### src/rtl/buffer_slot_store.sv
// ---------------------------------------------------------------------------
// buffer_slot_store
//   Slot-addressed storage buffer. Writes fill the lowest-index free slot and
//   the registered occupancy bitmap is published as candidate_list. An
//   external selector picks an occupied slot index. A pop returns that entry
//   one cycle later and frees the slot.
//
// Ports
//   clk            rising-edge clock
//   rst            synchronous active-high reset (priority over flush)
//   flush          synchronous clear of all slots and pending output pulses
//   in_valid       write request
//   in_data        write data
//   in_ready       a slot is free (registered state only)
//   candidate_list occupancy bitmap, bit i = slot i holds data
//   pop_req        read/free request
//   sel_valid      selector has a valid index
//   sel_index      slot to read
//   out_valid      one-cycle pulse, out_data/out_index valid
//   out_data       data of popped slot (holds when out_valid=0)
//   out_index      slot that was popped (holds when out_valid=0)
//   pop_err        one-cycle pulse, pop rejected
//   occupancy      number of occupied slots, 0..bs
//   full / empty   occupancy == bs / occupancy == 0
// ---------------------------------------------------------------------------
module buffer_slot_store #(
  parameter int bs = 16,
  parameter int DW = 8
) (
  input  logic                   clk,
  input  logic                   rst,
  input  logic                   flush,
  input  logic                   in_valid,
  input  logic [DW-1:0]          in_data,
  output logic                   in_ready,
  output logic [0:bs-1]          candidate_list,
  input  logic                   pop_req,
  input  logic                   sel_valid,
  input  logic [$clog2(bs)-1:0]  sel_index,
  output logic                   out_valid,
  output logic [DW-1:0]          out_data,
  output logic [$clog2(bs)-1:0]  out_index,
  output logic                   pop_err,
  output logic [$clog2(bs):0]    occupancy,
  output logic                   full,
  output logic                   empty
);

  localparam int IW = $clog2(bs);
  localparam int CW = IW + 1;

  logic [0:bs-1]   r_bitmap;
  logic [CW-1:0]   r_count;
  logic [DW-1:0]   r_mem [bs];
  logic            r_out_valid;
  logic [DW-1:0]   r_out_data;
  logic [IW-1:0]   r_out_index;
  logic            r_pop_err;

  logic            w_full;
  logic            w_wr;
  logic            w_pop_hit;
  logic            w_pop_rej;
  logic [IW-1:0]   w_free_idx;
  logic [0:bs-1]   w_bitmap_nxt;

  // Status comes from registered state only, so an accepted pop in a full
  // cycle does not open in_ready until the next cycle.
  assign w_full    = (r_count == CW'(bs));
  assign w_wr      = in_valid && !w_full;
  assign w_pop_hit = pop_req && sel_valid && r_bitmap[sel_index];
  assign w_pop_rej = pop_req && !w_pop_hit;

  // Lowest-index free slot: scan downward so the last hit is the lowest.
  // NOTE: every always_comb output gets a default first; otherwise a path that
  // leaves it unassigned infers a latch.
  always_comb begin
    w_free_idx = '0;
    for (int i = bs - 1; i >= 0; i--) begin
      if (!r_bitmap[i]) w_free_idx = IW'(i);
    end
  end

  // The write slot is chosen from the pre-edge bitmap, so it can never be the
  // slot being freed by a same-cycle pop.
  always_comb begin
    w_bitmap_nxt = r_bitmap;
    if (w_pop_hit) w_bitmap_nxt[sel_index]  = 1'b0;
    if (w_wr)      w_bitmap_nxt[w_free_idx] = 1'b1;
  end

  // NOTE: sequential state uses non-blocking assignments so every register
  // samples pre-edge values regardless of statement order.
  always_ff @(posedge clk) begin
    if (rst) begin
      r_bitmap    <= '0;
      r_count     <= '0;
      r_out_valid <= 1'b0;
      r_out_data  <= '0;
      r_out_index <= '0;
      r_pop_err   <= 1'b0;
    end else if (flush) begin
      r_bitmap    <= '0;
      r_count     <= '0;
      r_out_valid <= 1'b0;
      r_pop_err   <= 1'b0;
    end else begin
      r_bitmap    <= w_bitmap_nxt;
      r_out_valid <= w_pop_hit;
      r_pop_err   <= w_pop_rej;
      if (w_pop_hit) begin
        r_out_data  <= r_mem[sel_index];
        r_out_index <= sel_index;
      end
      unique case ({w_wr, w_pop_hit})
        2'b10:   r_count <= r_count + 1'b1;
        2'b01:   r_count <= r_count - 1'b1;
        default: r_count <= r_count;
      endcase
    end
  end

  // NOTE: the data array carries no reset; a slot is only read while its
  // bitmap bit is set, which implies it was written first.
  always_ff @(posedge clk) begin
    if (!rst && !flush && w_wr) r_mem[w_free_idx] <= in_data;
  end

  assign candidate_list = r_bitmap;
  assign occupancy      = r_count;
  assign full           = w_full;
  assign empty          = (r_count == '0);
  assign in_ready       = !w_full;
  assign out_valid      = r_out_valid;
  assign out_data       = r_out_data;
  assign out_index      = r_out_index;
  assign pop_err        = r_pop_err;

endmodule

### config.mk
export PLATFORM = sky130hd
export DESIGN_NAME = buffer_slot_store
export DESIGN_NICKNAME = d
export VERILOG_FILES = /design/src/rtl/buffer_slot_store.sv
export SDC_FILE = /design/constraint.sdc
export NUM_CORES = 1
export LEC_CHECK = 0
export ABC_AREA = 1
export CORE_UTILIZATION = 30
export CTS_CLUSTER_SIZE = 8
export DETAILED_ROUTE_END_ITERATION = 16
export HOLD_SLACK_MARGIN = 0.03
export SETUP_SLACK_MARGIN = 0.15
export SLEW_MARGIN = 20
export SYNTH_ARGS = -nofsm -noshare
export SYNTH_HDL_FRONTEND = slang
export SYNTH_SLANG_ARGS = --single-unit
### constraint.sdc
create_clock -name clk -period 3.21 [get_ports clk]
set_input_delay 0.4815 -clock clk [delete_from_list [all_inputs] [get_ports clk]]
set_output_delay 0.4815 -clock clk [all_outputs]
set_load 0.02 [all_outputs]
==> results.yml, run 1 <==
run_status:
  status: "finished, final reports clean"
grt:
  antenna_found_initial: 0
  grt_start_max_net_pins: 66
  grt-ovfl-total: 0
  grtUsageTotal_pct: 15.4
  grt_pass1_wl_um: 27200
  grt_pass1_vias: 4693
power_and_ir_drop:
  powerDensity_mw_per_mm2: 533
  power_w: 0.00445
  power_leakage_nw: 2.94
  ir_worst_vdd_uv: 377
sta:
  fmax_mhz: 350
  min_period_ps: 2860
  relSlewSlack_pct: 52.8
  setup_tns_ps: 0
  setup_viol: 0
  setup_ws_ps: 353
  slew_violations: 0
  worstMarginPinSlew_ps: 705
  timing.final.hold_violations: 0
  grt_setup_unrepaired: "no"
  finClkSkew_ps: 17.8
  final.period_utilization_pct: 89.0
critical_path:
  rr_worst_depth: 16
  endpoint: "occupancy[4]$_SDFFE_PP0P_"
  r2r-end: "occupancy[4]$_SDFFE_PP0P_"
  rrSetupSlack_ps: 680
  crit_chain: "clkdlybuf4s50_1, buf_4, inv_2, nand2_2, o22ai_1, o21ai_1, nand4_2, nand2_4, inv_2, ha_1, ha_1, nand2_1, nand2_1, a31oi_2, inv_1, nor2_1, nor3_2, o21ai_0, a21oi_1"
  slowest_stage: "clkdlybuf4s50_1"
  crit_path_start: "sel_index[0]"
  cp_slowest_stage_delay_ps: 460
  rr_startpoint: "candidate_list[2]$_SDFF_PP0_"
  crit_type: "input port to register"
  cp-end-kind: "register"
  crit_fanout: 6
  cp.required_ps: 3530
  cp-start-kind: "input port"
  critPathArrivalTime_ps: 3180
detailed_routing:
  wl_met1_um: 8000
  vias: 4960
  top_layer: "met4"
  dr_wl_met2_um: 8080
  first_pass_iters: 6
  drcViolationCount: 0
  drt_iter0_drc: 453
  wl_met3_um: 1210
  wl_per_cell_um: 18.3
  routed_wl_um: 17700
  via_per_inst: 5.13
  drtAntennaViolNets: 0
layout:
  fill_cells: 2102
  area_growth_pct: 22.4
  multiInputGateArea_mm2: 0.00194
  drive_above_1_share_pct: 11.5
  diodes: 0
  final_core_util_pct: 37.8
  register_area_mm2: 0.00454
  nNetsFinal: 697
synthesis:
  ys_seq_area_share_pct: 66.6
  ys_ff_latch: 163
  synth.largest_area_cell: "edfxtp_1"
  yosys-top-cells-area: "edfxtp_1 56%, dfxtp_1 10%, nand3_1 7.1%"
  synth-edff-count: 128
  synth-adder-area-share_pct: 1.03
  synth_common_cells: "128 x edfxtp_1, 97 x nand3_1, 60 x nand2_1"
  ys_async_sr_fraction_pct: 0
  synthMuxAreaShare_pct: 0
  ys_types: 34
  synthesis.instances: 604
  synth_top_area_share_pct: 56.3
  synth.most_common_cell: "edfxtp_1"
  yosysWarnings: 0
  yosys_most_used_dff: "edfxtp_1"
  yosys.area_share.simple_pct: 16.5
  synth_top_family_by_area: "simple AND/OR/NAND/NOR gates"
  postSynthAreaPerCell_um2: 11.3
  synth-xor-area-share_pct: 0.257
  synth_area_mm2: 0.00683
  syn-num-nets: 627
  synth_compound_area_share_pct: 10.4
clocking:
  cts_buffers: 17
  cts_root_buffer: "clkbuf_16"
  clock_latency_ps: 430
  cts.hold.buffers_added: 0
  cts.path.max_buffers: 2
  path_clk_slew_ps: 70
  cts_tree: "built"
  cts.sinks: 163
  cts_max_level: 4
flow_run:
  maxCapViolCount: 0
floorplan:
  die_height_um: 153
  initial_utilization_pct: 30.9
  io_pins: 56
  num_rows: 54
  die_width_um: 153
  die_area_mm2: 0.0234
  core_region_area_mm2: 0.0221
hold_path:
  hold_path.class: "register to register"
placement:
  port-buffer-count: 55
  dpl_worst_slack_ps: -30.3
  place.gp.congestion: 0.868
  dpl.hpwl_um: 11700
kinds of logic (layout without fill, tap and decap cells):
logic type | after synthesis | after routing
flops | 163 | 163
simple gates | 235 | 235
fa+ha+maj | 5 | 5
buf+inv | 88 | 171
compound gates | 111 | 111
xor+xnor | 2 | 2
report_power, final:
part | switching [W] | total (W) | internal, W
logic | 0.000170 | 0.000252 | 0.0000813
registers | 0.00000530 | 0.00229 | 0.00228
clock network | 0.000811 | 0.00192 | 0.00111
per-layer routing:
| metal | vias to the layer above | track usage [%] |
|---|---|---|
| li1 | 2345 | - |
| met1 | 2406 | 20.9 |
| met4 | 0 | 5.24 |
| met5 | - | 0 |
| met3 | 25 | 4.25 |
| met2 | 184 | 23.7 |
cell usage in the layout, fill, tap and decap left out, types with 8 or more instances in the layout:
master             n
nand3_1           97
nand4_1            8
dfxtp_1           35
a22oi_1           32
inv_2              8
inv_1             50
nor3_1            13
a31oi_1           25
nor2_1            44
a21oi_1            9
nand2_1           60
edfxtp_1         128
clkdlybuf4s50_1   55
o21ai_1           17
o21ai_0            9
clkbuf_16         17
o31ai_1            8
buf_4             26
worst min-delay path by stage:
stage | startpoint | to | depth (start not counted)
final | out_index[2]$_SDFFE_PP0P_ | out_index[2]$_SDFFE_PP0P_ | 2
after global routing | candidate_list[15]$_SDFF_PP0_ | candidate_list[15]$_SDFF_PP0_ | 2
after CTS | out_index[2]$_SDFFE_PP0P_ | out_index[2]$_SDFFE_PP0P_ | 2
after detailed placement | occupancy[4]$_SDFFE_PP0P_ | occupancy[4]$_SDFFE_PP0P_ | 1
after global placement | occupancy[4]$_SDFFE_PP0P_ | occupancy[4]$_SDFFE_PP0P_ | 1
after floorplan | occupancy[4]$_SDFFE_PP0P_ | occupancy[4]$_SDFFE_PP0P_ | 1
through the flow:
step,hold WS [ps],area (um2),std cells
finish,495,8360,967
global route,546,8360,967
CTS,501,8340,967
detailed placement,483,7780,935
global placement,478,7780,935
floorplan,547,6830,604
sequential cells by signal (all words and copies together) (netlist names):
| name | flops |
|---|---|
| candidate_list | 16 |
| out_data | 8 |
| occupancy | 5 |
| out_index | 4 |
| pop_err | 1 |
| r_mem | 128 |
| out_valid | 1 |
area by class of cell:
cell class	count	area share, %
inverter	58	2.61
clock inverter	12	1.21
clock buffer	20	5.47
multi-input combinational	353	23.2
sequential	163	54.4
tap	280	4.19
timing repair buffer	81	8.92
what timing repair did:
action	in CTS	in global routing
buffers inserted	0	0
resized for setup	0	3
endpoints found under the setup margin	0	1
worst max-delay path: cells and delay by family:
family          cells  cell delay [ps]
compound gates      5              640
fa+ha+maj           2              590
buf+inv             5              800
simple gates        7              660
No activity file was read; power rests on OpenSTA's default activity.
==> inputs of run 2 (changes only) <==
GPL_ROUTABILITY_DRIVEN = 0   (was unset)
MAX_ROUTING_LAYER = met4   (was unset)
==> results.yml, run 2 (synthesized netlist as in run 1, its figures left out) <==
run_status:
  status: "finished, final reports clean"
sta:
  relSlewSlack_pct: 53.1
  final.period_utilization_pct: 89.2
  grt_setup_unrepaired: "no"
  fmax_mhz: 349
  finClkSkew_ps: 20.6
  worstMarginPinSlew_ps: 704
  min_period_ps: 2860
  whs_ps: 495
  timing.final.hold_violations: 0
  setup_viol: 0
  slew_violations: 0
critical_path:
  rr_worst_depth: 16
  crit_path_start: "sel_index[0]"
  r2r-end: "occupancy[4]$_SDFFE_PP0P_"
  rr_startpoint: "candidate_list[2]$_SDFF_PP0_"
  crit_type: "input port to register"
  cp.required_ps: 3530
  cp-start-kind: "input port"
  crit_fanout: 6
  endpoint: "occupancy[4]$_SDFFE_PP0P_"
  rrSetupSlack_ps: 680
  critPathArrivalTime_ps: 3180
  cp-end-kind: "register"
grt:
  grt-ovfl-total: 0
  grt_pass1_wl_um: 27100
  antenna_found_initial: 0
  grt_pass1_vias: 4696
  grt_start_max_net_pins: 66
  grtUsageTotal_pct: 15.9
floorplan:
  die_height_um: 153
  num_rows: 54
  initial_utilization_pct: 30.9
  die_area_mm2: 0.0234
  io_pins: 56
  core_region_area_mm2: 0.0221
  die_width_um: 153
detailed_routing:
  vias: 4984
  drt_iter0_drc: 431
  via_per_inst: 5.15
  first_pass_iters: 6
  drtAntennaViolNets: 0
  routed_wl_um: 17600
  wl_per_cell_um: 18.2
  drcViolationCount: 0
clocking:
  cts.path.max_buffers: 2
  cts_max_level: 4
  path_clk_slew_ps: 70
  cts_tree: "built"
  cts.sinks: 163
  cts.hold.buffers_added: 0
  cts_buffers: 17
  cts_root_buffer: "clkbuf_16"
  clock_latency_ps: 430
layout:
  fin_area_mm2: 0.00836
  nNetsFinal: 697
  fill_cells: 2102
  largest_reg_flops: 128
  fin_cells: 967
  final_common_cell: "edfxtp_1"
  layout_common_cells: "128 x edfxtp_1, 97 x nand3_1, 60 x nand2_1"
  drive_above_1_share_pct: 11.5
  regMostFlops: "r_mem"
  diodes: 0
  area_growth_pct: 22.4
placement:
  dpl_cell_area_mm2: 0.00778
  placedCellCount: 935
  port-buffer-count: 55
  dpl.hpwl_um: 11700
hold_path:
  hold_path.class: "register to register"
flow_run:
  maxCapViolCount: 0
power_and_ir_drop:
  power_w: 0.00445
  powerDensity_mw_per_mm2: 533
  ir_worst_vdd_uv: 374
  power_leakage_nw: 2.94
## run 2: cell counts in the layout (fill, tap and decap cells not counted)
Identical to the previous run, type by type.
## run 2: cell type report
class / instances / area, um2 / area share, %
clock buffers: 20 / 457 / 5.47
clock inverters: 12 / 101 / 1.21
well taps: 280 / 350 / 4.19
multi-input cells: 353 / 1940 / 23.2
repair buffers: 81 / 746 / 8.92
flip-flops and latches: 163 / 4540 / 54.4
inverters: 58 / 218 / 2.61
## run 2: routing by layer
metal  track usage (%)  routed length [um]  part of all wire [%]  vias to the layer above
li1                  -                   -                     -                     2351
met1              21.0                7960                    45                     2400
met2              23.7                8030                    46                      202
met3              3.83                1190                   6.8                       31
met4              5.82                 401                   2.3                        0
met5                 -                   0                     0                        -
## run 2: worst max-delay path, cell delays in order
cell and delay [ps]:
clkdlybuf4s50_1 460, buf_4 180, inv_2 60, nand2_2 100
o22ai_1 80, o21ai_1 180, nand4_2 160, nand2_4 90
inv_2 40, ha_1 250, ha_1 340, nand2_1 80
nand2_1 60, a31oi_2 190, inv_1 60, nor2_1 120
nor3_2 50, o21ai_0 150, a21oi_1 50
## run 2: through the flow
stage	TNS (ps)	utilization, %	setup slack [ps]
2_1_floorplan	0	-	533
3_3_place_gp	0	35.2	46.0
3_5_place_dp	-30.3	35.2	-30.3
4_1_cts	0	37.7	419
5_1_grt	0	37.8	137
6_report	0	37.8	348
## run 2: worst min path at each step
| stage | startpoint | end | cells past startpoint |
|---|---|---|---|
| 2_1_floorplan | occupancy[4]$_SDFFE_PP0P_ | occupancy[4]$_SDFFE_PP0P_ | 1 |
| 3_3_place_gp | occupancy[4]$_SDFFE_PP0P_ | occupancy[4]$_SDFFE_PP0P_ | 1 |
| 3_5_place_dp | occupancy[4]$_SDFFE_PP0P_ | occupancy[4]$_SDFFE_PP0P_ | 1 |
| 4_1_cts | out_index[2]$_SDFFE_PP0P_ | out_index[2]$_SDFFE_PP0P_ | 2 |
| 5_1_grt | candidate_list[15]$_SDFF_PP0_ | candidate_list[15]$_SDFF_PP0_ | 2 |
| 6_report | out_index[2]$_SDFFE_PP0P_ | out_index[2]$_SDFFE_PP0P_ | 2 |
## run 2: where the power goes
group	internal [W]	switching, W
Combinational	0.0000813	0.000171
Sequential	0.00228	0.00000536
Clock	0.00111	0.000808
Total	0.00347	0.000984
## run 2: what timing repair did
action | CTS | global route
resized for setup | 0 | 3
setup buffers | 0 | 0
endpoints found under the setup margin | 0 | 1
